--- config.mk ---
export PLATFORM = sky130hd
export DESIGN_NAME = mem_access
export DESIGN_NICKNAME = d
export VERILOG_FILES = /design/src/rtl/mem_access.sv
export SDC_FILE = /design/constraint.sdc
export NUM_CORES = 1
export LEC_CHECK = 0
export CAP_MARGIN = 10
export CORE_ASPECT_RATIO = 1.1
export CORE_MARGIN = 5
export CORE_UTILIZATION = 55
export CTS_BUF_LIST = sky130_fd_sc_hd__clkbuf_16
export CTS_CLUSTER_DIAMETER = 200
export DETAILED_ROUTE_END_ITERATION = 6
export DONT_BUFFER_PORTS = 1
export GPL_TIMING_DRIVEN = 0
export PLACE_DENSITY = 0.7
export SYNTH_ARGS = -nofsm -noshare
export SYNTH_HDL_FRONTEND = slang
export SYNTH_SLANG_ARGS = --single-unit
--- constraint.sdc ---
create_clock -name clk -period 2.05 [get_ports clk]
set_input_delay 0.1025 -clock clk [delete_from_list [all_inputs] [get_ports clk]]
set_output_delay 0.1025 -clock clk [all_outputs]
set_load 0.01 [all_outputs]
--- src/rtl/mem_access.sv ---
// ---------------------------------------------------------------------------
// mem_access -- pipeline memory-access stage.
//
// Decodes the access-stage aluop. Non-memory ops pass straight through to the
// write-back stage with no added latency. Aligned loads/stores run a small
// IDLE -> REQ -> DONE handshake on the data-memory bus while stalling the
// upstream pipeline. Misaligned accesses raise exc_misalign for one cycle and
// never touch the bus. A REQ phase with 16 cycles of no ack ends in DONE with
// bus_err.
//
// Ports
//   clk, rst          clock, asynchronous active-low reset
//   mem_wd/_wreg/_wdata  destination, write enable, ALU result from access stage
//   mem_aluop         operation subtype (memory ops E0..EB)
//   mem_mem_addr      load/store byte address
//   mem_reg2          store data
//   wb_wd/_wreg/_wdata  results handed to write-back
//   stallreq          hold all upstream pipeline registers
//   exc_misalign      one-cycle misaligned-access flag
//   bus_err           one-cycle bus-timeout flag
//   dm_req/_we/_addr/_sel/_wdata  data-memory request bus (registered)
//   dm_rdata, dm_ack  data-memory response
// ---------------------------------------------------------------------------
module mem_access (
  input  logic        clk,
  input  logic        rst,
  input  logic [4:0]  mem_wd,
  input  logic        mem_wreg,
  input  logic [31:0] mem_wdata,
  input  logic [7:0]  mem_aluop,
  input  logic [31:0] mem_mem_addr,
  input  logic [31:0] mem_reg2,
  output logic [4:0]  wb_wd,
  output logic        wb_wreg,
  output logic [31:0] wb_wdata,
  output logic        stallreq,
  output logic        exc_misalign,
  output logic        bus_err,
  output logic        dm_req,
  output logic        dm_we,
  output logic [31:0] dm_addr,
  output logic [3:0]  dm_sel,
  output logic [31:0] dm_wdata,
  input  logic [31:0] dm_rdata,
  input  logic        dm_ack
);

  typedef enum logic [1:0] {S_IDLE, S_REQ, S_DONE} state_e;
  typedef enum logic [1:0] {SZ_B, SZ_H, SZ_W} size_e;

  localparam logic [3:0] TIMEOUT_LAST = 4'd15;

  state_e      state_q, state_d;
  logic [3:0]  cnt_q, cnt_d;
  logic [31:0] rdata_q, rdata_d;
  logic        err_q, err_d;
  logic        req_q, req_d;
  logic        we_q, we_d;
  logic [31:0] addr_q, addr_d;
  logic [3:0]  sel_q, sel_d;
  logic [31:0] wdat_q, wdat_d;

  // Decode
  logic        is_mem, is_store, is_signed, misalign;
  size_e       size;
  logic [3:0]  lane_sel;
  logic [31:0] lane_wdata, load_data, rshift;
  logic [1:0]  a_lo;

  assign a_lo = mem_mem_addr[1:0];

  // NOTE: every signal written in an always_comb gets a default first, so no
  // path can leave it unassigned and infer a latch.
  always_comb begin
    is_mem    = 1'b1;
    is_store  = 1'b0;
    is_signed = 1'b0;
    size      = SZ_W;
    unique case (mem_aluop)
      8'hE0: begin size = SZ_B; is_signed = 1'b1; end
      8'hE4: size = SZ_B;
      8'hE1: begin size = SZ_H; is_signed = 1'b1; end
      8'hE5: size = SZ_H;
      8'hE3: size = SZ_W;
      8'hE8: begin size = SZ_B; is_store = 1'b1; end
      8'hE9: begin size = SZ_H; is_store = 1'b1; end
      8'hEB: begin size = SZ_W; is_store = 1'b1; end
      default: is_mem = 1'b0;
    endcase

    misalign = is_mem && (((size == SZ_H) && a_lo[0]) ||
                          ((size == SZ_W) && (a_lo != 2'b00)));

    unique case (size)
      SZ_B: begin
        lane_sel   = 4'b0001 << a_lo;
        lane_wdata = {4{mem_reg2[7:0]}};
      end
      SZ_H: begin
        lane_sel   = a_lo[1] ? 4'b1100 : 4'b0011;
        lane_wdata = {2{mem_reg2[15:0]}};
      end
      default: begin
        lane_sel   = 4'b1111;
        lane_wdata = mem_reg2;
      end
    endcase

    // Load lane extraction from the captured word; the access-stage inputs
    // are still held while DONE is active, so they select the lane.
    rshift = rdata_q >> {a_lo, 3'b000};
    unique case (size)
      SZ_B: load_data = is_signed ? {{24{rshift[7]}}, rshift[7:0]}
                                  : {24'd0, rshift[7:0]};
      SZ_H: load_data = a_lo[1]
                        ? (is_signed ? {{16{rdata_q[31]}}, rdata_q[31:16]} : {16'd0, rdata_q[31:16]})
                        : (is_signed ? {{16{rdata_q[15]}}, rdata_q[15:0]}  : {16'd0, rdata_q[15:0]});
      default: load_data = rdata_q;
    endcase
  end

  // Next state and outputs
  always_comb begin
    state_d = state_q;
    cnt_d   = cnt_q;
    rdata_d = rdata_q;
    err_d   = err_q;
    req_d   = req_q;
    we_d    = we_q;
    addr_d  = addr_q;
    sel_d   = sel_q;
    wdat_d  = wdat_q;

    wb_wd        = mem_wd;
    wb_wreg      = mem_wreg;
    wb_wdata     = mem_wdata;
    stallreq     = 1'b0;
    exc_misalign = 1'b0;
    bus_err      = 1'b0;

    unique case (state_q)
      S_IDLE: begin
        if (is_mem && misalign) begin
          exc_misalign = 1'b1;
          wb_wreg      = 1'b0;
        end else if (is_mem) begin
          stallreq = 1'b1;
          wb_wreg  = 1'b0;
          state_d  = S_REQ;
          cnt_d    = 4'd0;
          err_d    = 1'b0;
          req_d    = 1'b1;
          we_d     = is_store;
          addr_d   = {mem_mem_addr[31:2], 2'b00};
          sel_d    = lane_sel;
          wdat_d   = lane_wdata;
        end
      end
      S_REQ: begin
        stallreq = 1'b1;
        wb_wreg  = 1'b0;
        // Ack wins over the timeout when both land in the same cycle.
        if (dm_ack || (cnt_q == TIMEOUT_LAST)) begin
          if (dm_ack) rdata_d = dm_rdata;
          else        err_d   = 1'b1;
          state_d = S_DONE;
          req_d   = 1'b0;
          we_d    = 1'b0;
          addr_d  = '0;
          sel_d   = '0;
          wdat_d  = '0;
        end else begin
          cnt_d = cnt_q + 4'd1;
        end
      end
      S_DONE: begin
        state_d = S_IDLE;
        bus_err = err_q;
        err_d   = 1'b0;
        if (err_q || is_store) wb_wreg  = 1'b0;
        else                   wb_wdata = load_data;
      end
      default: state_d = S_IDLE;
    endcase

    // Combinational outputs are forced low as soon as reset asserts.
    if (!rst) begin
      wb_wd        = '0;
      wb_wreg      = 1'b0;
      wb_wdata     = '0;
      stallreq     = 1'b0;
      exc_misalign = 1'b0;
      bus_err      = 1'b0;
    end
  end

  // NOTE: sequential state uses non-blocking assignments so every flop
  // samples the pre-edge values regardless of statement order.
  always_ff @(posedge clk or negedge rst) begin
    if (!rst) begin
      state_q <= S_IDLE;
      cnt_q   <= '0;
      rdata_q <= '0;
      err_q   <= 1'b0;
      req_q   <= 1'b0;
      we_q    <= 1'b0;
      addr_q  <= '0;
      sel_q   <= '0;
      wdat_q  <= '0;
    end else begin
      state_q <= state_d;
      cnt_q   <= cnt_d;
      rdata_q <= rdata_d;
      err_q   <= err_d;
      req_q   <= req_d;
      we_q    <= we_d;
      addr_q  <= addr_d;
      sel_q   <= sel_d;
      wdat_q  <= wdat_d;
    end
  end

  assign dm_req   = req_q;
  assign dm_we    = we_q;
  assign dm_addr  = addr_q;
  assign dm_sel   = sel_q;
  assign dm_wdata = wdat_q;

endmodule

==> impl_metrics.json <==
{
  "status": "complete, but fails checks",
  "violations": "hold timing, setup timing",
  "grt_usage": 0.321,
  "skew_ps": 10.7,
  "cts_tree": "built",
  "worstPathArrival_ps": 2050,
  "min_period_ps": 2150,
  "synthFlopType": "dfrtp_1",
  "max_freq_mhz": 465,
  "synth-seq-cells": 107,
  "hold_ws_ps": -573,
  "final_nets": 817,
  "ys_async_sr_fraction": 1.00,
  "slew_violations": 0,
  "dpl.hpwl_um": 13200,
  "die_h_um": 116,
  "grt_max_degree": 113,
  "layout-drive-gt1-share": 0.251,
  "synth_top_area_cell": "dfrtp_1",
  "reg2reg_from": "state_q[1]",
  "yosys_warnings": 0,
  "cts_made_buffers": 9,
  "wirelength_met1_um": 7380,
  "relSlewSlack": 0.187,
  "wl_met2_um": 10400,
  "drv_cap": 0,
  "io_buffers": 0,
  "firstDrtPassIters": 5,
  "crit_type": "flop to output pin",
  "clock_path_buffers": 2,
  "cts.sinks": 107,
  "antenna_left": 0,
  "wl_per_cell_um": 26.0,
  "synth_most_common_cell": "dfrtp_1",
  "routabilityCongestion": 0.930,
  "cts-root-buf": "clkbuf_16",
  "dr.first_iter.drc_count": 507,
  "route.met3.wl_um": 2090,
  "power_density_nw_per_um2": 997,
  "syn_inst": 552,
  "hold_class": "input pin to asynchronous set/reset pin",
  "die_x_um": 106,
  "avgViaCountPerCell": 6.64,
  "seq_area_frac_synth": 0.478,
  "synth_edf_count": 0,
  "pin_count": 256,
  "end_kind": "output pin",
  "cts_htree_levels": 3,
  "final_hold_viol_count": 108,
  "vias": 5293,
  "max_slew.worst_pin.slew_ps": 1220,
  "reg2reg_to": "rdata_q[13]",
  "post-place-ws_ps": 118,
  "start_util": 0.564,
  "reg2regPathDepth": 7,
  "clk_pin_slew_ps": 80,
  "setup_viol": 23,
  "clk_latency_ps": 360,
  "syn_area_um2": 5600,
  "cp.required_ps": 1950,
  "synth_area_leaders": "dfrtp_1, mux2_2, a22o_1",
  "grt_pass1_wl_um": 30400,
  "p_leak_uw": 0.00323,
  "coreArea_um2": 9940,
  "rsz0062_at_grt": "true",
  "regToRegSetupSlack_ps": 50,
  "synth_commonest_cells": "dfrtp_1, nand2_1, o21ai_0",
  "ctsHoldBuffers": 94,
  "post-route-period-util": 1.05,
  "grt_pass1_vias": 5395,
  "areaGrowthSynthToFinish_pct": 36.0,
  "dr.max_layer_used": "met4",
  "antenna_found_initial": 0,
  "worst_slack_ps": -98.3,
  "drc": 0,
  "synth.avg_cell_area_um2": 10.1,
  "netlist.area_leader.share": 0.478,
  "vdd_ir_drop_max_uv": 591,
  "overflow": 0,
  "wl_um": 20700,
  "critPathLaunchType": "flop",
  "path_max_fanout": 7,
  "dieArea_um2": 12300,
  "yosysUniqueCellTypes": 53,
  "num_rows": 38
}
==> area by class of cell <==
cell class | count | area (um2)
Timing Repair Buffer | 107 | 1080
Tap cell | 120 | 150
Inverter | 5 | 18.8
Fill cell | 614 | 2320
Clock inverter | 7 | 81.3
Sequential cell | 107 | 2680
Buffer | 47 | 289
Antenna cell | 1 | 2.50
Clock buffer | 9 | 225
Multi-Input combinational cell | 394 | 3090
==> worst max-delay path by stage <==
| stage | start | to | slack [ps] | cells after the start |
|---|---|---|---|---|
| CTS | state_q[1] | wb_wdata[1] | -20 | 5 |
| global route | rdata_q[23] | wb_wdata[9] | -110 | 5 |
| global placement | mem_aluop[4] | exc_misalign | -90 | 5 |
| finish | rdata_q[23] | wb_wdata[9] | -100 | 5 |
| detailed placement | state_q[1] | wb_wreg | 120 | 6 |
| floorplan | state_q[1] | wb_wdata[20] | 410 | 6 |
==> critical path, cell delays in order, from the launching register on <==
cell	delay (ps)
dfrtp_1	480
mux2_2	300
a22oi_1	360
nor2_1	130
nand3_4	230
a31oi_2	180
==> registers in the layout (all words and copies together), names as in the netlist <==
signal    flops
dm_addr      30
state_q       2
cnt_q         4
dm_we         1
rdata_q      32
err_q         1
dm_req        1
dm_sel        4
dm_wdata     32
==> power by group <==
part	internal, uW	switching [uW]
Clock	875	897
Sequential	2840	969
Combinational	1030	977
Total	4750	2840
==> placed cells by master (no fill, tap or decap), types with 3 or more instances in the layout <==
| cell | instances |
|---|---|
| dfrtp_1 | 107 |
| dlygate4sd3_1 | 94 |
| nand2_1 | 56 |
| a22o_1 | 41 |
| mux2_2 | 35 |
| o21ai_0 | 30 |
| mux2i_1 | 25 |
| buf_2 | 19 |
| nor2_1 | 17 |
| clkbuf_1 | 15 |
| a21oi_4 | 15 |
| a21oi_1 | 15 |
| a22oi_2 | 15 |
| buf_4 | 14 |
| o21ai_1 | 14 |
| o21ai_2 | 11 |
| nand2b_1 | 10 |
| a21oi_2 | 10 |
| nand3_1 | 10 |
| clkbuf_16 | 9 |
| o22ai_1 | 8 |
| a31oi_1 | 8 |
| and2_1 | 7 |
| buf_6 | 7 |
| nor3b_1 | 7 |
| a31oi_4 | 6 |
| nor2b_1 | 5 |
| inv_1 | 5 |
| o31ai_1 | 4 |
| buf_8 | 3 |
| a31oi_2 | 3 |
| nand4_1 | 3 |
==> routing by layer <==
metal	up-vias	global-route usage
met3	79	0.112
met1	2580	0.372
met4	0	0.163
met2	351	0.532
met5	-	0
li1	2283	-
==> cell families (layout without fill, tap and decap cells) <==
group / count (synthesis) / count (layout) / synth area share
adders and majority gates: 1 / 1 / 0.00223
muxes: 60 / 60 / 0.115
buffers and inverters: 52 / 175 / 0.0500
other: 1 / 3 / 0.000669
DFF: 107 / 107 / 0.478
and+or+nand+nor: 132 / 132 / 0.117
AOI/OAI and AO/OA: 199 / 199 / 0.237
==> through the flow <==
| step | total power (uW) | TNS, ps | instance area, um2 | instances | util |
|---|---|---|---|---|---|
| 6_report | 7590 | -1070 | 7620 | 797 | 0.766 |
| 2_1_floorplan | 4780 | 0 | 5610 | 553 | - |
| 5_1_grt | 7910 | -2040 | 7610 | 796 | 0.766 |
| 3_5_place_dp | 5320 | 0 | 5760 | 674 | 0.580 |
| 4_1_cts | 7360 | -197 | 7420 | 792 | 0.746 |
| 3_3_place_gp | 5250 | -86.7 | 5760 | 673 | 0.579 |
==> timing repair <==
action / CTS / global route
pin swaps: 9 / 19
gates cloned: 3 / 0
setup endpoints to repair: 33 / 74
gates resized for setup: 75 / 34
hold endpoints to repair: 201 / 107
setup buffers: 5 / 4
No activity file was read; power rests on OpenSTA's default activity.
